==> src/rtl/vs_inhibit_pkg.sv <==
// ============================================================================
// Module      : vs_inhibit_pkg
// Description : Shared state encoding and saturation helper for inhibit_release.
// Revision    : 1.0 - initial release
// ============================================================================
`default_nettype none

package vs_inhibit_pkg;

    typedef enum logic [1:0] {
        IR_PASS  = 2'd0,
        IR_HOLD  = 2'd1,
        IR_DRAIN = 2'd2
    } ir_state_t;

    function automatic int unsigned sat_max(input int unsigned width);
        return (32'd1 << width) - 32'd1;
    endfunction

endpackage

`default_nettype wire

==> src/rtl/sat_updown_counter.sv <==
// ============================================================================
// Module      : sat_updown_counter
// Description : Up/down counter that sticks at 0 and at its maximum, flagging
//               an increment lost at saturation.
// Revision    : 1.0 - initial release
// ============================================================================
`default_nettype none

module sat_updown_counter
    import vs_inhibit_pkg::*;
#(
    parameter int WIDTH = 4
) (
    input  logic             clk,
    input  logic             reset,
    input  logic             inc,
    input  logic             dec,
    output logic [WIDTH-1:0] count,
    output logic             sat_drop
);

    localparam logic [WIDTH-1:0] C_MAX = WIDTH'(sat_max(WIDTH));

    logic [WIDTH-1:0] count_d;
    logic [WIDTH-1:0] count_q;

    // Simultaneous inc and dec cancel, so a full counter never drops in that case.
    always_comb begin
        count_d  = count_q;
        sat_drop = 1'b0;
        if (inc && !dec) begin
            if (count_q == C_MAX) begin
                sat_drop = 1'b1;
            end else begin
                count_d = count_q + WIDTH'(1);
            end
        end else if (dec && !inc && (count_q != '0)) begin
            count_d = count_q - WIDTH'(1);
        end
    end

    always_ff @(posedge clk) begin
        if (reset) begin
            count_q <= '0;
        end else begin
            count_q <= count_d;
        end
    end

    assign count = count_q;

endmodule

`default_nettype wire

==> src/rtl/inhibit_release.sv <==
// ============================================================================
// Module      : inhibit_release
// Description : Holds event pulses while enable_l is high and replays them one
//               per cycle once released. Optional released_cnt output when
//               VS_INHIBIT_RELEASE_STATS_EN is defined.
// Revision    : 1.0 - initial release
// ============================================================================
`default_nettype none

module inhibit_release
    import vs_inhibit_pkg::*;
#(
    parameter int CNT_WIDTH    = 4,
    parameter int PASS_LATENCY = 1
) (
    input  logic                 clk,
    input  logic                 reset,
    input  logic                 in,
    input  logic                 enable_l,
    output logic                 out,
    output logic [CNT_WIDTH-1:0] pending,
    output logic                 busy,
    output logic                 overflow
`ifdef VS_INHIBIT_RELEASE_STATS_EN
    ,
    output logic [15:0]          released_cnt
`endif
);

    if (PASS_LATENCY != 1) begin : g_latency_check
        $error("inhibit_release: PASS_LATENCY must be 1");
    end

    ir_state_t mode;
    ir_state_t state_d;
    ir_state_t state_q;
    logic      out_d;
    logic      out_q;
    logic      overflow_d;
    logic      overflow_q;
    logic      cnt_inc;
    logic      cnt_dec;
    logic      sat_drop;

    sat_updown_counter #(
        .WIDTH (CNT_WIDTH)
    ) u_pending (
        .clk      (clk),
        .reset    (reset),
        .inc      (cnt_inc),
        .dec      (cnt_dec),
        .count    (pending),
        .sat_drop (sat_drop)
    );

    assign busy = (pending != '0);

    // The action of a cycle follows the live enable_l, so re-inhibit stops
    // draining at the very next edge.
    always_comb begin
        mode = IR_PASS;
        if (enable_l) begin
            mode = IR_HOLD;
        end else if (busy) begin
            mode = IR_DRAIN;
        end
        out_d      = (mode == IR_DRAIN) || ((mode == IR_PASS) && in);
        cnt_inc    = in && (mode != IR_PASS);
        cnt_dec    = (mode == IR_DRAIN);
        overflow_d = overflow_q || sat_drop;
        if (enable_l) begin
            state_d = IR_HOLD;
        end else if ((mode == IR_DRAIN) && ((pending > CNT_WIDTH'(1)) || in)) begin
            state_d = IR_DRAIN;
        end else begin
            state_d = IR_PASS;
        end
    end

    always_ff @(posedge clk) begin
        if (reset) begin
            state_q    <= IR_PASS;
            out_q      <= 1'b0;
            overflow_q <= 1'b0;
        end else begin
            state_q    <= state_d;
            out_q      <= out_d;
            overflow_q <= overflow_d;
            assert ((state_q != IR_PASS) || (pending == '0));
        end
    end

    assign out      = out_q;
    assign overflow = overflow_q;

`ifdef VS_INHIBIT_RELEASE_STATS_EN
    logic [15:0] released_cnt_d;
    logic [15:0] released_cnt_q;

    always_comb begin
        released_cnt_d = released_cnt_q + {15'd0, cnt_dec};
    end

    always_ff @(posedge clk) begin
        if (reset) begin
            released_cnt_q <= 16'd0;
        end else begin
            released_cnt_q <= released_cnt_d;
        end
    end

    assign released_cnt = released_cnt_q;
`endif

endmodule

`default_nettype wire

==> config.mk <==
export PLATFORM = sky130hd
export DESIGN_NAME = inhibit_release
export DESIGN_NICKNAME = d
export VERILOG_FILES = /design/src/rtl/vs_inhibit_pkg.sv /design/src/rtl/sat_updown_counter.sv /design/src/rtl/inhibit_release.sv
export SDC_FILE = /design/constraint.sdc
export NUM_CORES = 1
export LEC_CHECK = 0
export CAP_MARGIN = 15
export CORE_AREA = 2 2 39 41
export CTS_CLUSTER_DIAMETER = 150
export DETAILED_ROUTE_END_ITERATION = 8
export DIE_AREA = 0 0 41 43
export PLACE_DENSITY_LB_ADDON = 0.12
export SYNTH_ARGS = -nofsm -noshare
export SYNTH_HDL_FRONTEND = slang
export SYNTH_SLANG_ARGS = --single-unit
==> constraint.sdc <==
create_clock -name clk -period 3.8 [get_ports clk]
set_input_delay 0.76 -clock clk [delete_from_list [all_inputs] [get_ports clk]]
set_output_delay 0.76 -clock clk [all_outputs]
set_load 0.05 [all_outputs]
==> results.sh, run 1 <==
export IMPL_drc=0
export IMPL_crit_path_start_kind="flop"
export IMPL_syn_nets=40
export IMPL_cp_endpoint="busy"
export IMPL_drive_gt1_share_pct=10.9
export IMPL_hold_buffers=0
export IMPL_cts_sinks=6
export IMPL_period_needed_ns=2.67
export IMPL_first_pass_iters=2
export IMPL_finalSetupViolCount=0
export IMPL_gp_congestion=0.734
export IMPL_clk_latency_ns=0.24
export IMPL_timing_setup_tns_ns=0
export IMPL_crit_path_max_fanout=6
export IMPL_dp_hpwl_um=502
export IMPL_core_area_um2=1380
export IMPL_grt_pass1_wl_um=959
export IMPL_rsz0062_at_grt="no"
export IMPL_area_growth_syn_to_layout_pct=43.7
export IMPL_cts_htree_levels=1
export IMPL_hold_viol=0
export IMPL_cts_setup_buffers=0
export IMPL_vias_per_cell=4.56
export IMPL_final_common_cell="clkdlybuf4s50_1"
export IMPL_final_cell_mix="clkdlybuf4s50_1, nor2_1, dfxtp_1, clkbuf_4"
export IMPL_antenna_found_initial=0
export IMPL_first_global_vias=239
export IMPL_maxCapViolations=0
export IMPL_ios=11
export IMPL_clock_skew_ns=0.000357
export IMPL_io_buffers=10
export IMPL_r2r_setup_slack_ns=2.08
export IMPL_yosys_warnings=0
export IMPL_synth_area_top_cells="dfxtp_1, nor2_1, ha_1"
export IMPL_holdPathStages=2
export IMPL_dp_cells=59
export IMPL_drt_initial_drc_count=9
export IMPL_die_h_um=43
export IMPL_stdcell_area_um2=469
export IMPL_drt_antenna_violating_nets=0
export IMPL_routed_wl_um=642
export IMPL_synth_top_area_share_pct=36.8
export IMPL_dpl_cell_area_um2=447
export IMPL_yosysSeqAreaShare_pct=36.8
export IMPL_clkSlewWorstSetupHoldPaths_ns=0.04
export IMPL_powerDensity_nw_per_um2=652
export IMPL_n_antenna_cell=0
export IMPL_rr_startpoint="u_pending.count[0]"
export IMPL_avgSynthCellArea_um2=9.90
export IMPL_wl_per_cell_um=10.4
export IMPL_reg2reg_to="u_pending.count[3]"
export IMPL_power_uw=306
export IMPL_status="finished clean"
export IMPL_required_ns=3.04
export IMPL_synth_cell_types=18
export IMPL_grt_max_degree=8
export IMPL_die_x_um=41
export IMPL_yosysTopAreaCell="dfxtp_1"
export IMPL_period_share_pct=70.2
export IMPL_grt_usage_pct=8.45
export IMPL_hold_path_class="flop to flop"
export IMPL_overflow=0
export IMPL_max_freq_mhz=375
export IMPL_crit_type="flop to output port"
export IMPL_p_leak_uw=0.000191
export IMPL_syn_cell_area_um2=327
export IMPL_dieArea_um2=1760
export IMPL_whs_ns=0.470
export IMPL_end_kind="output port"
export IMPL_finalNonFillerCells=62
export IMPL_rr_worst_depth=4
export IMPL_startpoint="u_pending.count[0]"
export IMPL_routed_via_count=283
export IMPL_nets=55
export IMPL_numCtsBuffers=3
export IMPL_cts_root_buf="clkbuf_4"
export IMPL_ys_seq_elements=6
export IMPL_synthCells=33
export IMPL_cts_tree="yes"
export IMPL_cts_path_max_buffers=2
export IMPL_cts_resized=0
export IMPL_peakVddDrop_uv=228
export IMPL_relSlewSlack_pct=67.0
export IMPL_slew_violations=0
export IMPL_start_util_pct=23.6
export IMPL_num_rows=14
export IMPL_worst_slew_pin_slew_ns=0.493
export IMPL_arrival_ns=1.91
## layout make-up
type	count	area, µm²
Fill cell	150	915
Timing Repair Buffer	10	100
Tap cell	16	20.0
Sequential cell	6	120
Clock buffer	3	22.5
Multi-Input combinational cell	27	206
## worst min path at each step
stage	start	endpoint	slack [ns]
after detailed placement	overflow	overflow	0.47
after global routing	overflow	overflow	0.54
after global placement	overflow	overflow	0.46
after CTS	overflow	overflow	0.48
final	overflow	overflow	0.47
after floorplan	overflow	overflow	0.75
## where the power goes
group | switching, µW | total [µW] | internal, µW
Combinational | 97.0 | 160 | 62.8
Clock | 21.1 | 56.7 | 35.6
Sequential | 14.8 | 89.5 | 74.7
## synthesized netlist by cell type (all sizes together)
| cell type | count |
|---|---|
| and4 | 1 |
| a31oi | 2 |
| mux2i | 2 |
| ha | 2 |
| nor2b | 1 |
| a211oi | 1 |
| nand3 | 1 |
| a2bb2oi | 1 |
| and2 | 1 |
| a21oi | 1 |
| mux2 | 1 |
| nand2 | 1 |
| dfxtp | 6 |
| xor2 | 2 |
| or4 | 1 |
| nor3 | 1 |
| fa | 1 |
| nor2 | 7 |
## per-stage QoR
| stage | utilization (%) | setup WS [ns] |
|---|---|---|
| 6_report | 33.9 | 1.13 |
| 5_1_grt | 33.9 | 1.06 |
| 4_1_cts | 33.9 | 1.11 |
| 3_5_place_dp | 32.3 | 1.05 |
| 3_3_place_gp | 32.3 | 1.07 |
| 2_1_floorplan | - | 1.76 |
## state kept, by name (all words and copies together) (netlist names)
| name | flops |
|---|---|
| overflow | 1 |
| out | 1 |
| u_pending.count | 4 |
## cell families (layout without fill, tap and decap cells)
kind of cell / count (synthesis) / count (layout) / synth area share (%)
compound gates: 5 / 5 / 12.3
xor+xnor: 2 / 2 / 5.36
fa+ha+maj: 3 / 3 / 13.8
buf+inv: 0 / 13 / 0
flops: 6 / 6 / 36.8
mux: 3 / 3 / 9.58
simple gates: 14 / 14 / 22.2
## worst max-delay path, stage by stage (launching register included)
cell             delay (ns)
dfxtp_1                0.37
or4_4                  0.58
clkdlybuf4s50_1        0.72
## layer usage
layer	global-route usage (%)	vias to the layer above	wire (µm)
met1	11.0	126	298
li1	-	148	-
met2	10.9	9	287
met3	7.85	0	57
met5	0	-	0
met4	0	0	0
Note: power is estimated with default switching activity, not from simulation.
==> run 2: changes to the inputs <==
Clock period 3.8 ns to 2.32 ns, I/O delays scaled along.
==> results.sh, run 2 (synthesized netlist as in run 1, its figures left out) <==
export IMPL_p_leak_uw=0.000215
export IMPL_cts_resized=0
export IMPL_required_ns=2.45
export IMPL_die_h_um=43
export IMPL_grt_pass1_wl_mm=1.13
export IMPL_drt_initial_drc_count=2
export IMPL_cts_setup_buffers=0
export IMPL_numCtsBuffers=3
export IMPL_peakVddDrop_uv=359
export IMPL_cts_htree_levels=1
export IMPL_antenna_found_initial=0
export IMPL_maxCapViolations=0
export IMPL_period_needed_ns=2.07
export IMPL_powerDensity_nw_per_um2=1020
export IMPL_period_share_pct=89.2
export IMPL_cts_tree="yes"
export IMPL_dieArea_um2=1760
export IMPL_max_freq_mhz=483
export IMPL_first_global_vias=287
export IMPL_routed_via_count=296
export IMPL_overflow=0
export IMPL_dp_cells=64
export IMPL_nets=60
export IMPL_clk_latency_ns=0.24
export IMPL_crit_path_start_kind="input pin"
export IMPL_relSlewSlack_pct=67.3
export IMPL_end_kind="flop"
export IMPL_status="finished clean"
export IMPL_cts_path_max_buffers=2
export IMPL_wl_per_cell_um=10.2
export IMPL_start_util_pct=23.6
export IMPL_multiInputGateArea_um2=206
export IMPL_die_x_um=41
export IMPL_gp_congestion=0.659
export IMPL_crit_slowest_cell="clkdlybuf4s50_1"
export IMPL_fillerInstances=142
export IMPL_rr_worst_depth=4
export IMPL_grt_max_degree=8
export IMPL_cts_root_buf="clkbuf_4"
export IMPL_core_area_um2=1380
export IMPL_rsz0062_at_grt="no"
export IMPL_arrival_ns=2.20
export IMPL_worst_slew_pin_slew_ns=0.489
export IMPL_finalNonFillerCells=67
export IMPL_finalSetupViolCount=0
export IMPL_r2r_setup_slack_ns=0.60
export IMPL_final_cell_mix="clkdlybuf4s50_1, nor2_1, dfxtp_1, buf_4, clkbuf_4"
export IMPL_vias_per_cell=4.42
export IMPL_critical_path_max_stage_delay_ns=0.48
export IMPL_dp_hpwl_um=544
export IMPL_drt_antenna_violating_nets=0
export IMPL_area_growth_syn_to_layout_pct=54.4
export IMPL_grt_usage_pct=9.57
export IMPL_num_rows=14
export IMPL_regArea_um2=120
export IMPL_io_buffers=10
export IMPL_first_pass_iters=2
export IMPL_routed_wl_um=683
export IMPL_largest_register_ffs=4
export IMPL_hold_path_class="flop to flop"
export IMPL_crit_path_max_fanout=4
export IMPL_crit_chain="clkdlybuf4s50_1 -> nand2_1 -> ha_1 -> a21oi_1 -> a211oi_1 -> a31oi_1 -> mux2_1"
export IMPL_hold_viol=0
export IMPL_crit_type="input pin to flop"
export IMPL_cts_sinks=6
export IMPL_n_antenna_cell=0
export IMPL_slew_violations=0
export IMPL_final_common_cell="clkdlybuf4s50_1"
export IMPL_holdPathStages=2
export IMPL_hold_buffers=0
export IMPL_power_uw=513
export IMPL_ios=11
export IMPL_clock_skew_ns=0.00539
export IMPL_clkSlewWorstSetupHoldPaths_ns=0.05
export IMPL_drive_gt1_share_pct=21.6
export IMPL_drc=0
[run 2: cell count changes in the layout (fill, tap and decap cells not counted)]
cell	change
clkdlybuf4s50_1	-1
buf_4	+6
[run 2: cell type report]
class	count	area share [%]
clock buffer	3	4.47
multi-input combinational	27	40.9
sequential	6	23.8
tap	16	3.97
timing repair buffer	15	26.8
[run 2: critical path, delay by kind of cell]
| kind | cells | cell delay, ns |
|---|---|---|
| adders and majority gates | 1 | 0.33 |
| AOI/OAI and AO/OA | 3 | 0.48 |
| and+or+nand+nor | 1 | 0.11 |
| muxes | 1 | 0.33 |
| buffers and inverters | 1 | 0.48 |
[run 2: layer usage]
layer	global-route usage, %	up-vias	part of all wire (%)
li1	-	158	-
met1	12.0	129	48
met2	13.4	9	44
met3	7.85	0	8.3
met4	0	0	0
met5	0	-	0
[run 2: per-stage QoR]
stage | utilization, % | hold WS, ns | setup WS (ns) | TNS, ns | instance area, µm²
final | 36.4 | 0.481 | 0.250 | 0 | 504
after global routing | 36.4 | 0.510 | 0.123 | 0 | 504
after CTS | 36.4 | 0.482 | 0.239 | 0 | 504
after detailed placement | 34.8 | 0.471 | -0.00542 | -0.00542 | 482
after global placement | 34.8 | 0.461 | 0.0452 | 0 | 482
after floorplan | - | 0.536 | 0.319 | 0 | 327
[run 2: report_power, final]
group / switching [µW] / internal [µW] / leakage, µW / total (µW)
Combinational: 163 / 109 / 0.000152 / 272
Clock: 34.2 / 58.3 / 0.0000138 / 92.5
Sequential: 25.5 / 122 / 0.0000493 / 148
Total: 223 / 290 / 0.000215 / 513
[run 2: worst paths after layout]
kind,startpoint,end
max,in,u_pending.count[3]
min,overflow,overflow
max reg2reg,u_pending.count[0],u_pending.count[3]
min reg2reg,overflow,overflow
==> run 3: changes to the inputs <==
Settings changed: RECOVER_POWER from default to 100.
==> results.sh, run 3 (synthesized netlist as in run 1, its figures left out) <==
export IMPL_clock_skew_ns=0.00539
export IMPL_critical_path_max_stage_delay_ns=0.48
export IMPL_cts_resized=0
export IMPL_crit_path_max_fanout=4
export IMPL_cts_setup_buffers=0
export IMPL_required_ns=2.45
export IMPL_clk_latency_ns=0.24
export IMPL_period_share_pct=88.9
export IMPL_worst_slew_pin_slew_ns=0.496
export IMPL_drt_antenna_violating_nets=0
export IMPL_reg2reg_to="u_pending.count[3]"
export IMPL_crit_type="input pin to flop"
export IMPL_r2r_setup_slack_ns=0.57
export IMPL_relSlewSlack_pct=66.8
export IMPL_area_growth_syn_to_layout_pct=50.6
export IMPL_final_common_cell="nor2_1"
export IMPL_cp_endpoint="u_pending.count[3]"
export IMPL_drc=0
export IMPL_crit_slowest_cell="clkdlybuf4s50_1"
export IMPL_n_antenna_cell=0
export IMPL_cp_top_family="compound AO/OA/AOI/OAI gates"
export IMPL_rr_startpoint="u_pending.count[0]"
export IMPL_clkSlewWorstSetupHoldPaths_ns=0.05
export IMPL_num_rows=14
export IMPL_die_x_um=41
export IMPL_grt_usage_pct=9.57
export IMPL_largest_register_ffs=4
export IMPL_grt_pass1_wl_mm=1.13
export IMPL_regArea_um2=120
export IMPL_start_util_pct=23.6
export IMPL_numCtsBuffers=3
export IMPL_io_buffers=10
export IMPL_cp_depth=7
export IMPL_dieArea_um2=1760
export IMPL_drt_initial_drc_count=1
export IMPL_nets=60
export IMPL_cts_path_max_buffers=2
export IMPL_hold_buffers=0
export IMPL_routed_wl_um=667
export IMPL_dp_hpwl_um=544
export IMPL_stdcell_area_um2=492
export IMPL_final_cell_mix="nor2_1, dfxtp_1, dlygate4sd3_1, buf_4"
export IMPL_cts_htree_levels=1
export IMPL_cts_root_buf="clkbuf_4"
export IMPL_dpl_worst_slack_ns=-0.00542
export IMPL_hold_viol=0
export IMPL_first_global_vias=287
export IMPL_powerDensity_nw_per_um2=990
export IMPL_cts_sinks=6
export IMPL_peakVddDrop_uv=356
export IMPL_period_needed_ns=2.06
export IMPL_cts_tree="yes"
export IMPL_finalSetupViolCount=0
export IMPL_grt_max_degree=8
export IMPL_rr_worst_depth=4
export IMPL_rsz0062_at_grt="no"
export IMPL_wl_met2_um=306
export IMPL_met1_length_um=308
export IMPL_top_layer_used="met3"
export IMPL_crit_chain="clkdlybuf4s50_1 -> nand2_1 -> ha_1 -> a21oi_1 -> a211oi_1 -> a31oi_1 -> mux2_1"
export IMPL_worstHoldStart="overflow"
export IMPL_core_area_um2=1380
export IMPL_ios=11
export IMPL_startpoint="in"
export IMPL_routed_via_count=296
export IMPL_drive_gt1_share_pct=17.6
export IMPL_setup_ws_ns=0.258
export IMPL_end_kind="flop"
export IMPL_antenna_found_initial=0
export IMPL_arrival_ns=2.19
export IMPL_wl_per_cell_um=9.96
export IMPL_maxCapViolations=0
export IMPL_crit_path_start_kind="input pin"
export IMPL_dpl_cell_area_um2=482
export IMPL_multiInputGateArea_um2=196
export IMPL_first_pass_iters=3
export IMPL_hold_path_class="flop to flop"
export IMPL_fillerInstances=147
export IMPL_p_leak_uw=0.000230
export IMPL_vias_per_cell=4.42
export IMPL_die_h_um=43
export IMPL_wl_met3_um=52
export IMPL_status="finished clean"
export IMPL_critPathBufInv=1
export IMPL_gp_congestion=0.659
export IMPL_slew_violations=0
export IMPL_max_freq_mhz=485
export IMPL_overflow=0
-- run 3: changes by cell type in the layout (fill, tap and decap cells not counted), sizes merged --
cell           previous run  this run
clkbuf                    3         4
clkdlybuf4s50             9         3
dlygate4sd3               0         6
buf                       6         5
-- run 3: worst reg2reg max path, cell delays in order (launching register included) --
cell	delay, ns
dfxtp_1	0.36
or4_1	0.61
and2_1	0.17
a31oi_1	0.16
mux2_1	0.33
-- run 3: per-stage QoR --
step	utilization [%]	power (µW)	hold slack, ns	setup TNS, ns	instances
floorplan	-	335	0.536	0	33
global placement	34.8	423	0.461	0	64
detailed placement	34.8	424	0.471	-0.00542	64
CTS	36.4	521	0.482	0	67
global route	35.5	524	0.505	0	67
finish	35.5	487	0.477	0	67
-- run 3: layout make-up --
class | instances | area share, %
clock buffer | 3 | 4.58
timing repair buffer | 15 | 27.0
tap | 16 | 4.07
multi-input combinational | 27 | 39.9
sequential | 6 | 24.4
-- run 3: worst min path at each step --
| stage | end | slack, ns | cells past startpoint |
|---|---|---|---|
| after floorplan | overflow | 0.54 | 1 |
| after global placement | overflow | 0.46 | 2 |
| after detailed placement | overflow | 0.47 | 2 |
| after CTS | overflow | 0.48 | 2 |
| after global routing | overflow | 0.51 | 2 |
| final | overflow | 0.48 | 2 |
-- run 3: per-layer routing --
| metal | global-route usage (%) | vias up |
|---|---|---|
| met3 | 7.85 | 0 |
| met5 | 0 | - |
| met2 | 13.4 | 9 |
| met4 | 0 | 0 |
| li1 | - | 158 |
| met1 | 12.0 | 129 |
-- run 3: where the power goes --
part / total, µW / internal (µW) / switching, µW / leakage [µW]
Clock: 92.5 / 58.3 / 34.2 / 0.0000138
Sequential: 146 / 122 / 23.6 / 0.0000493
Combinational: 248 / 88.4 / 160 / 0.000166
